### config.mk
export PLATFORM = sky130hd
export DESIGN_NAME = mem_fifo_loader
export DESIGN_NICKNAME = d
export VERILOG_FILES = /design/src/rtl/mem_fifo_loader.sv
export SDC_FILE = /design/constraint.sdc
export NUM_CORES = 1
export LEC_CHECK = 0
export ABC_AREA = 1
export CAP_MARGIN = 10
export CORE_MARGIN = 2
export CORE_UTILIZATION = 53
export CTS_BUF_LIST = sky130_fd_sc_hd__clkbuf_4
export DETAILED_ROUTE_END_ITERATION = 10
export PLACE_DENSITY = 0.86
export SYNTH_ARGS = -nofsm -noshare
export SYNTH_HDL_FRONTEND = slang
export SYNTH_SLANG_ARGS = --single-unit
### constraint.sdc
create_clock -name clk -period 3.1 [get_ports clk]
set_input_delay 0.31 -clock clk [delete_from_list [all_inputs] [get_ports clk]]
set_output_delay 0.31 -clock clk [all_outputs]
set_load 0.03 [all_outputs]
### src/rtl/mem_fifo_loader.sv
// Loads DEPTH matrix rows and one vector line from a word-addressed memory and
// serialises each line, most-significant element first, into the row/vector FIFOs.
module mem_fifo_loader #(
  parameter int          DATA_WIDTH = 8,
  parameter int          DEPTH      = 8,
  parameter logic [31:0] BASE_ADDR  = 32'd0
) (
  input  logic                        clk,
  input  logic                        rst_n,
  input  logic                        start,
  output logic [31:0]                 address,
  output logic                        read,
  input  logic [DATA_WIDTH*DEPTH-1:0] readdata,
  input  logic                        readdatavalid,
  input  logic                        waitrequest,
  output logic                        clr,
  output logic [DEPTH-1:0]            a_wren,
  output logic                        b_wren,
  output logic [DATA_WIDTH-1:0]       fifo_data,
  output logic                        busy,
  output logic                        done
);

  localparam int LINE_W = DATA_WIDTH * DEPTH;
  localparam int IDX_W  = $clog2(DEPTH + 1);
  localparam int CNT_W  = (DEPTH > 1) ? $clog2(DEPTH) : 1;

  // Line index DEPTH is the vector line; 0..DEPTH-1 are matrix rows.
  localparam logic [IDX_W-1:0] VEC_LINE  = IDX_W'(DEPTH);
  localparam logic [CNT_W-1:0] LAST_ELEM = CNT_W'(DEPTH - 1);

  typedef enum logic [2:0] {
    IDLE,
    REQ,
    WAIT,
    SHIFT,
    DONE
  } state_t;

  state_t              state;
  state_t              state_next;
  logic [IDX_W-1:0]    line_idx;
  logic [CNT_W-1:0]    byte_cnt;
  logic [LINE_W-1:0]   buffer;
  logic                accept_start;
  logic                last_elem;

  assign accept_start = ((state == IDLE) || (state == DONE)) && start;
  assign last_elem    = (byte_cnt == LAST_ELEM);

  // NOTE: every always_comb output gets a default first so no path leaves it
  // unassigned; that is what keeps these blocks free of inferred latches.
  always_comb begin
    state_next = state;
    case (state)
      IDLE, DONE: if (start)          state_next = REQ;
      REQ:        if (!waitrequest)   state_next = WAIT;
      WAIT:       if (readdatavalid)  state_next = SHIFT;
      SHIFT:      if (last_elem)      state_next = (line_idx == VEC_LINE) ? DONE : REQ;
      default:                        state_next = IDLE;
    endcase
  end

  // NOTE: sequential state uses non-blocking assignments only, so every register
  // samples the pre-edge values regardless of statement order.
  always_ff @(posedge clk or negedge rst_n) begin
    if (!rst_n) begin
      state    <= IDLE;
      line_idx <= '0;
      byte_cnt <= '0;
      buffer   <= '0;
      clr      <= 1'b0;
    end else begin
      state <= state_next;
      clr   <= accept_start;
      case (state)
        IDLE, DONE: begin
          if (start) line_idx <= '0;
        end
        WAIT: begin
          if (readdatavalid) begin
            buffer   <= readdata;
            byte_cnt <= '0;
          end
        end
        SHIFT: begin
          byte_cnt <= last_elem ? '0 : byte_cnt + 1'b1;
          if (last_elem && (line_idx != VEC_LINE)) line_idx <= line_idx + 1'b1;
        end
        default: ;
      endcase
    end
  end

  // Outputs decode from registered state only, so they drop with reset at once.
  always_comb begin
    address   = BASE_ADDR + 32'(line_idx);
    read      = (state == REQ);
    busy      = (state == REQ) || (state == WAIT) || (state == SHIFT);
    done      = (state == DONE);
    a_wren    = '0;
    b_wren    = 1'b0;
    fifo_data = '0;
    if (state == SHIFT) begin
      fifo_data = buffer[(LINE_W - 1) - int'(byte_cnt) * DATA_WIDTH -: DATA_WIDTH];
      if (line_idx == VEC_LINE) b_wren = 1'b1;
      else                      a_wren = DEPTH'(1) << line_idx;
    end
  end

endmodule
==> metrics.cfg, run 1 <==
[run_status]
status = finished clean

[cts]
clk_path_buf_depth = 2
cts_resized = 0
cts.sinks = 75
postCtsHoldBufs = 0
clkTransAtPathRegs_ns = 0.11
tritoncts = yes
cts-root-buf = clkbuf_4
post_cts_buffers = 0
clock_latency_ns = 0.41
cts_max_level = 3
cts_buffers = 9

[global_routing]
grt_max_degree = 76
antenna_found_initial = 0
grt_usage_pct = 23.3
grt_pass1_wl_um = 15900
grt.overflow.total = 0
use_met1_pct = 31.7
grt_pass1_vias = 3457
use_met2_pct = 37.8
use_met3_pct = 4.27
top_usage_layer = met2

[sta]
fmax_ghz = 0.346
setup_viol = 0
final.setup.tns_ns = 0
timing.final.crit_share_pct = 93.2
worst_pin_slew_ns = 0.947
finClkSkew_ns = 0.00760
fin_crit_ns = 2.89
hold_violations = 0
grt_setup_unrepaired = no
finalMaxSlewViolations = 0
slew_headroom_pct = 36.8
final.setup.worst_slack_ns = 0.211

[drt]
firstDrtPassIters = 6
drc = 0
ant_nets = 0
via_per_inst = 4.99
wl_um = 9560
vias = 3717
drt-initial-drc-count = 213
avgRoutedWirePerCell_um = 12.8

[final_layout]
diodes = 0
final_cells = 745
syn2layout_area_growth_pct = 22.8
final_nets = 715
final_layout_size_suffix_gt1_share_pct = 7.15
utilization_pct = 67.1

[worst_setup_path]
worstSetupEndpointType = primary output
cp_slowest_cell = clkdlybuf4s50_1
worstPathCellList = clkinv_1 > nand2_1 > nand3_1 > nand3_1 > nand2_1 > nor2_1 > clkdlybuf4s50_1
crit_required_ns = 2.79
startpoint_type = flop
max_stage_delay_ns = 0.69
arrival_ns = 2.58
path_max_fanout = 28
critPathKind = reg -> out

[hold_path]
hold_class = in -> async

[floorplanning]
start_util_pct = 54.6
core_mm2 = 0.00769
fp.dieW_um = 93.0
rows = 32
io_pins = 122
dieArea_mm2 = 0.00865
fp.dieH_um = 93.0

[synth]
ys_warn_count = 0
avgSynthCellArea_um2 = 7.54
synthesis.area_mm2 = 0.00420
seq_area_frac_synth_pct = 44.7
synth_cell_types = 25
ys_seq_elements = 75
synthesis.instances = 557

[power_and_ir_drop]
clockPowerShare_pct = 11.2
p_seq_share_pct = 38.0
p_int_uw = 2450
peakVddDrop_mv = 0.494
share_comb_of_total_power_pct = 50.8
power.leakage_uw = 0.00251
power_density_mw_per_mm2 = 875
switching_share_pct = 45.6
power.switching_uw = 2060

[flow_run]
max_cap_viol_count = 0

[place]
place.gp.congestion = 0.839
hpwl_um = 6970
dp_worst_setup_slack_ns = 0.522
dp.cells = 729
numPortBuffers = 93

-- sequential cells by signal, indices dropped and copies added (netlist names) --
name / flops
buffer: 64
line_idx: 4
byte_cnt: 3
state: 3
clr: 1
-- cell type report --
class	instances	area (µm²)
clock inverters	4	17.5
clock buffers	12	90.1
multi-input cells	394	1820
repair buffers	99	998
well taps	102	128
fillers	659	2530
inverters	59	223
flip-flops and latches	75	1880
-- metrics by stage --
| stage | hold slack [ns] | area [µm²] | total power [µW] |
|---|---|---|---|
| 2_1_floorplan | 0.0144 | 4300 | 3360 |
| 3_3_place_gp | 0.463 | 5050 | 3910 |
| 3_5_place_dp | 0.467 | 5050 | 4010 |
| 4_1_cts | 0.0628 | 5150 | 4520 |
| 5_1_grt | 0.114 | 5160 | 4920 |
| 6_report | 0.0248 | 5160 | 4510 |
-- Yosys cell counts, drive strengths merged --
| cell | count | area share, % |
|---|---|---|
| nand2 | 210 | 19 |
| dfrtp | 75 | 45 |
| inv | 57 | 5.1 |
| nor2 | 50 | 4.6 |
| buf | 47 | 8.3 |
| o21ai | 45 | 7.1 |
| nand3 | 28 | 3.8 |
| o211ai | 16 | 2.9 |
| clkbuf | 9 | 0.83 |
| ha | 8 | 2.4 |
| nor4 | 6 | 0.89 |
| clkinv | 2 | 0.18 |
| nand4 | 2 | 0.30 |
| a31oi | 1 | 0.15 |
| conb | 1 | 0.089 |
-- cells by family (layout without fill, tap and decap cells) --
kind of cell / count (synthesis) / in the layout / share of synthesized area [%]
other: 1 / 28 / 0.0893
buffers and inverters: 115 / 174 / 14.4
AO/OA/AOI/OAI: 62 / 62 / 10.1
AND/OR/NAND/NOR: 296 / 296 / 28.4
adder cells (fa/ha/maj): 8 / 8 / 2.38
flip-flops: 75 / 75 / 44.7
-- cells in the final DEF, fill, tap and decap left out --
cell and instances:
o21ai_1 7, clkinv_1 4, nand3_4 1, ha_1 8
inv_1 55, clkdlybuf4s50_1 92, nor2_1 49, nand3_2 1
nand3_1 26, conb_1 28, buf_12 2, nand2_1 210
o21ai_0 19, a31oi_1 1, clkinv_2 3, inv_2 1
o21ai_2 19, nor4_1 6, nand4_1 2, buf_4 5
dfrtp_4 1, dfrtp_1 74, clkbuf_4 12, o211ai_1 16
nor2_4 1
-- final timing paths --
| check | from | endpoint | slack (ns) | cells past startpoint |
|---|---|---|---|---|
| max | byte_cnt[0] | fifo_data[0] | 0.21 | 7 |
| min | rst_n | buffer[48] | 0.02 | 1 |
| max reg2reg | state[0] | buffer[37] | 0.97 | 5 |
| min reg2reg | buffer[26] | buffer[26] | 0.49 | 2 |
| max in group asynchronous | rst_n | byte_cnt[0] | 2.37 | 1 |
| min in group clk | readdata[42] | buffer[42] | 0.42 | 3 |
-- per-layer routing --
layer | up-vias | share of wire (%)
li1 | 1838 | -
met5 | - | 0
met2 | 147 | 48
met3 | 17 | 6.5
met1 | 1715 | 44
met4 | 0 | 1.5
-- critical path, delay by kind of cell, from the launching register on --
family / cells / cell delay (ns)
AND/OR/NAND/NOR: 5 / 0.52
buffers and inverters: 2 / 1.03
flip-flops: 1 / 0.62
-- power by group through the flow --
stage / logic, µW / clock network, µW / registers, µW
finish: 2290 / 505 / 1710
global route: 2590 / 559 / 1770
CTS: 2300 / 514 / 1710
detailed placement: 2290 / 0 / 1730
global placement: 2220 / 0 / 1690
floorplan: 1760 / 0 / 1600
No activity file was read; power rests on OpenSTA's default activity.
==> run 2, diff against run 1 <==
- ABC_CLOCK_PERIOD_IN_PS: not set -> 3100
- PLACE_DENSITY: 0.86 -> 0.95
==> run 2 against run 1 <==
Compared with the run above:
- the run now ends with hold timing left
- critical endpoint is now fifo_data[6]
- sequential share of layout area fell by 0.20 points
- die area did not move
- total power rose by 3.6%
- highest routed layer unchanged
- non-clock buffer count fell by 1
- critical path depth did not move
- hold slack got worse by 0.033 ns
- register-to-register slack barely moved
==> metrics.cfg, run 2 (same netlist as run 1, synthesis figures left out) <==
[sta]
hold_ws_ns = -0.00867
grt_setup_unrepaired = no
worst_pin_slew_ns = 0.922
timing.final.crit_share_pct = 92.0
finalMaxSlewViolations = 0
slew_headroom_pct = 38.5
final.setup.tns_ns = 0
fin_crit_ns = 2.85
hold_violations = 8
finClkSkew_ns = 0.0115
setup_viol = 0
fmax_ghz = 0.351

[worst_setup_path]
crit_required_ns = 2.79
arrival_ns = 2.54
rr_endpoint = buffer[7]
r2r_cells = 7
worstSetupEndpointType = primary output
r2r_start = state[1]
r2r_setup_slack_ns = 0.98
critPathKind = reg -> out
path_max_fanout = 28
setup.worst_path.start = byte_cnt[0]
startpoint_type = flop

[final_layout]
reg.largest.list = buffer: 64 flops, line_idx: 4 flops
final_nets = 714
largest_reg_flops = 64
final_layout_size_suffix_gt1_share_pct = 7.63
top_register = buffer
final_cell_mix = nand2_1 (210), clkdlybuf4s50_1 (92), dfrtp_1 (73)
postLayoutCellArea_mm2 = 0.00519
layout_commonest_cell = nand2_1
diodes = 0
syn2layout_area_growth_pct = 23.6

[cts]
clock_latency_ns = 0.44
cts.sinks = 75
postCtsHoldBufs = 0
tritoncts = yes
cts_max_level = 3
clk_path_buf_depth = 2
post_cts_buffers = 0
cts_buffers = 9
clkTransAtPathRegs_ns = 0.12
cts-root-buf = clkbuf_4

[drt]
drc = 0
ant_nets = 0
via_per_inst = 5.17
avgRoutedWirePerCell_um = 13.3
wl_um = 9900
vias = 3847
firstDrtPassIters = 5
drt-initial-drc-count = 320

[floorplanning]
rows = 32
io_pins = 122
fp.dieH_um = 93.0
start_util_pct = 54.6
dieArea_mm2 = 0.00865
core_mm2 = 0.00769
fp.dieW_um = 93.0

[global_routing]
top_usage_layer = met2
antenna_found_initial = 0
use_met2_pct = 40.2
grt_pass1_vias = 3739
grt_usage_pct = 24.1
grt.overflow.total = 0
grt_pass1_wl_um = 16400
use_met1_pct = 29.3
use_met3_pct = 4.51
grt_max_degree = 78

[power_and_ir_drop]
power.leakage_uw = 0.00252
power_density_mw_per_mm2 = 901
peakVddDrop_mv = 0.428

[run_status]
status = complete, but fails checks
violations = hold timing

[place]
postPlaceCellArea_mm2 = 0.00502
place.gp.congestion = 0.881
hpwl_um = 7100
numPortBuffers = 93

[flow_run]
max_cap_viol_count = 0

[hold_path]
hold_class = in -> async

==> run 2: cell types whose count changed in the layout (fill, tap and decap cells not counted) <==
cell	change
inv_2	+1
dfrtp_2	+1
clkinvlp_4	+1
clkinv_2	+1
bufinv_16	+2
dfrtp_1	-1
buf_12	-1
clkinv_1	-3
clkbuf_4	-2
==> run 2: report_power, final <==
part	total, µW	leakage (µW)	internal, µW	switching (µW)
combinational	2270	0.00150	839	1430
sequential	1730	0.000935	1420	308
clock	675	0.0000899	331	344
==> run 2: per-layer routing <==
layer  part of all wire (%)  routed length (µm)
met1                     41                4100
met2                     48                4780
met3                    6.7                 661
met4                    3.6                 361
met5                      0                   0
==> run 2: layout make-up <==
| cell class | count | area (µm²) |
|---|---|---|
| fillers | 640 | 2500 |
| flip-flops and latches | 75 | 1880 |
| multi-input cells | 394 | 1820 |
| repair buffers | 98 | 978 |
| inverters | 59 | 225 |
| well taps | 102 | 128 |
| clock inverters | 6 | 80.1 |
| clock buffers | 10 | 75.1 |
==> run 2: worst max-delay path by stage <==
stage                               to
after global placement    fifo_data[1]
after floorplan              a_wren[0]
final                     fifo_data[6]
after global routing      fifo_data[6]
after CTS                 fifo_data[6]
after detailed placement  fifo_data[3]
==> run 2: worst max-delay path: stages (launching register included) <==
cell and delay (ns):
dfrtp_4 0.63, clkinvlp_4 0.27, nand2_1 0.10, nand3_1 0.06, nand3_1 0.10, nand2_1 0.07
nor2_1 0.16, clkdlybuf4s50_1 0.70
==> run 2: timing repair <==
item | 4_1_cts | 5_1_grt
endpoints found under the setup margin | 0 | 8
endpoints found under the hold margin | 0 | 0
gates resized for setup | 0 | 3
==> run 2: per-stage QoR <==
stage | std cells | total power [µW] | util [%] | worst slack (ns) | hold WS [ns]
2_1_floorplan | 584 | 3360 | - | 0.965 | 0.0144
3_3_place_gp | 728 | 3860 | 65.4 | 0.606 | 0.463
3_5_place_dp | 728 | 3970 | 65.4 | 0.517 | 0.468
4_1_cts | 744 | 4660 | 67.4 | 0.0218 | 0.0225
5_1_grt | 744 | 5040 | 67.5 | 0.0749 | 0.0680
6_report | 744 | 4680 | 67.5 | 0.249 | -0.00867
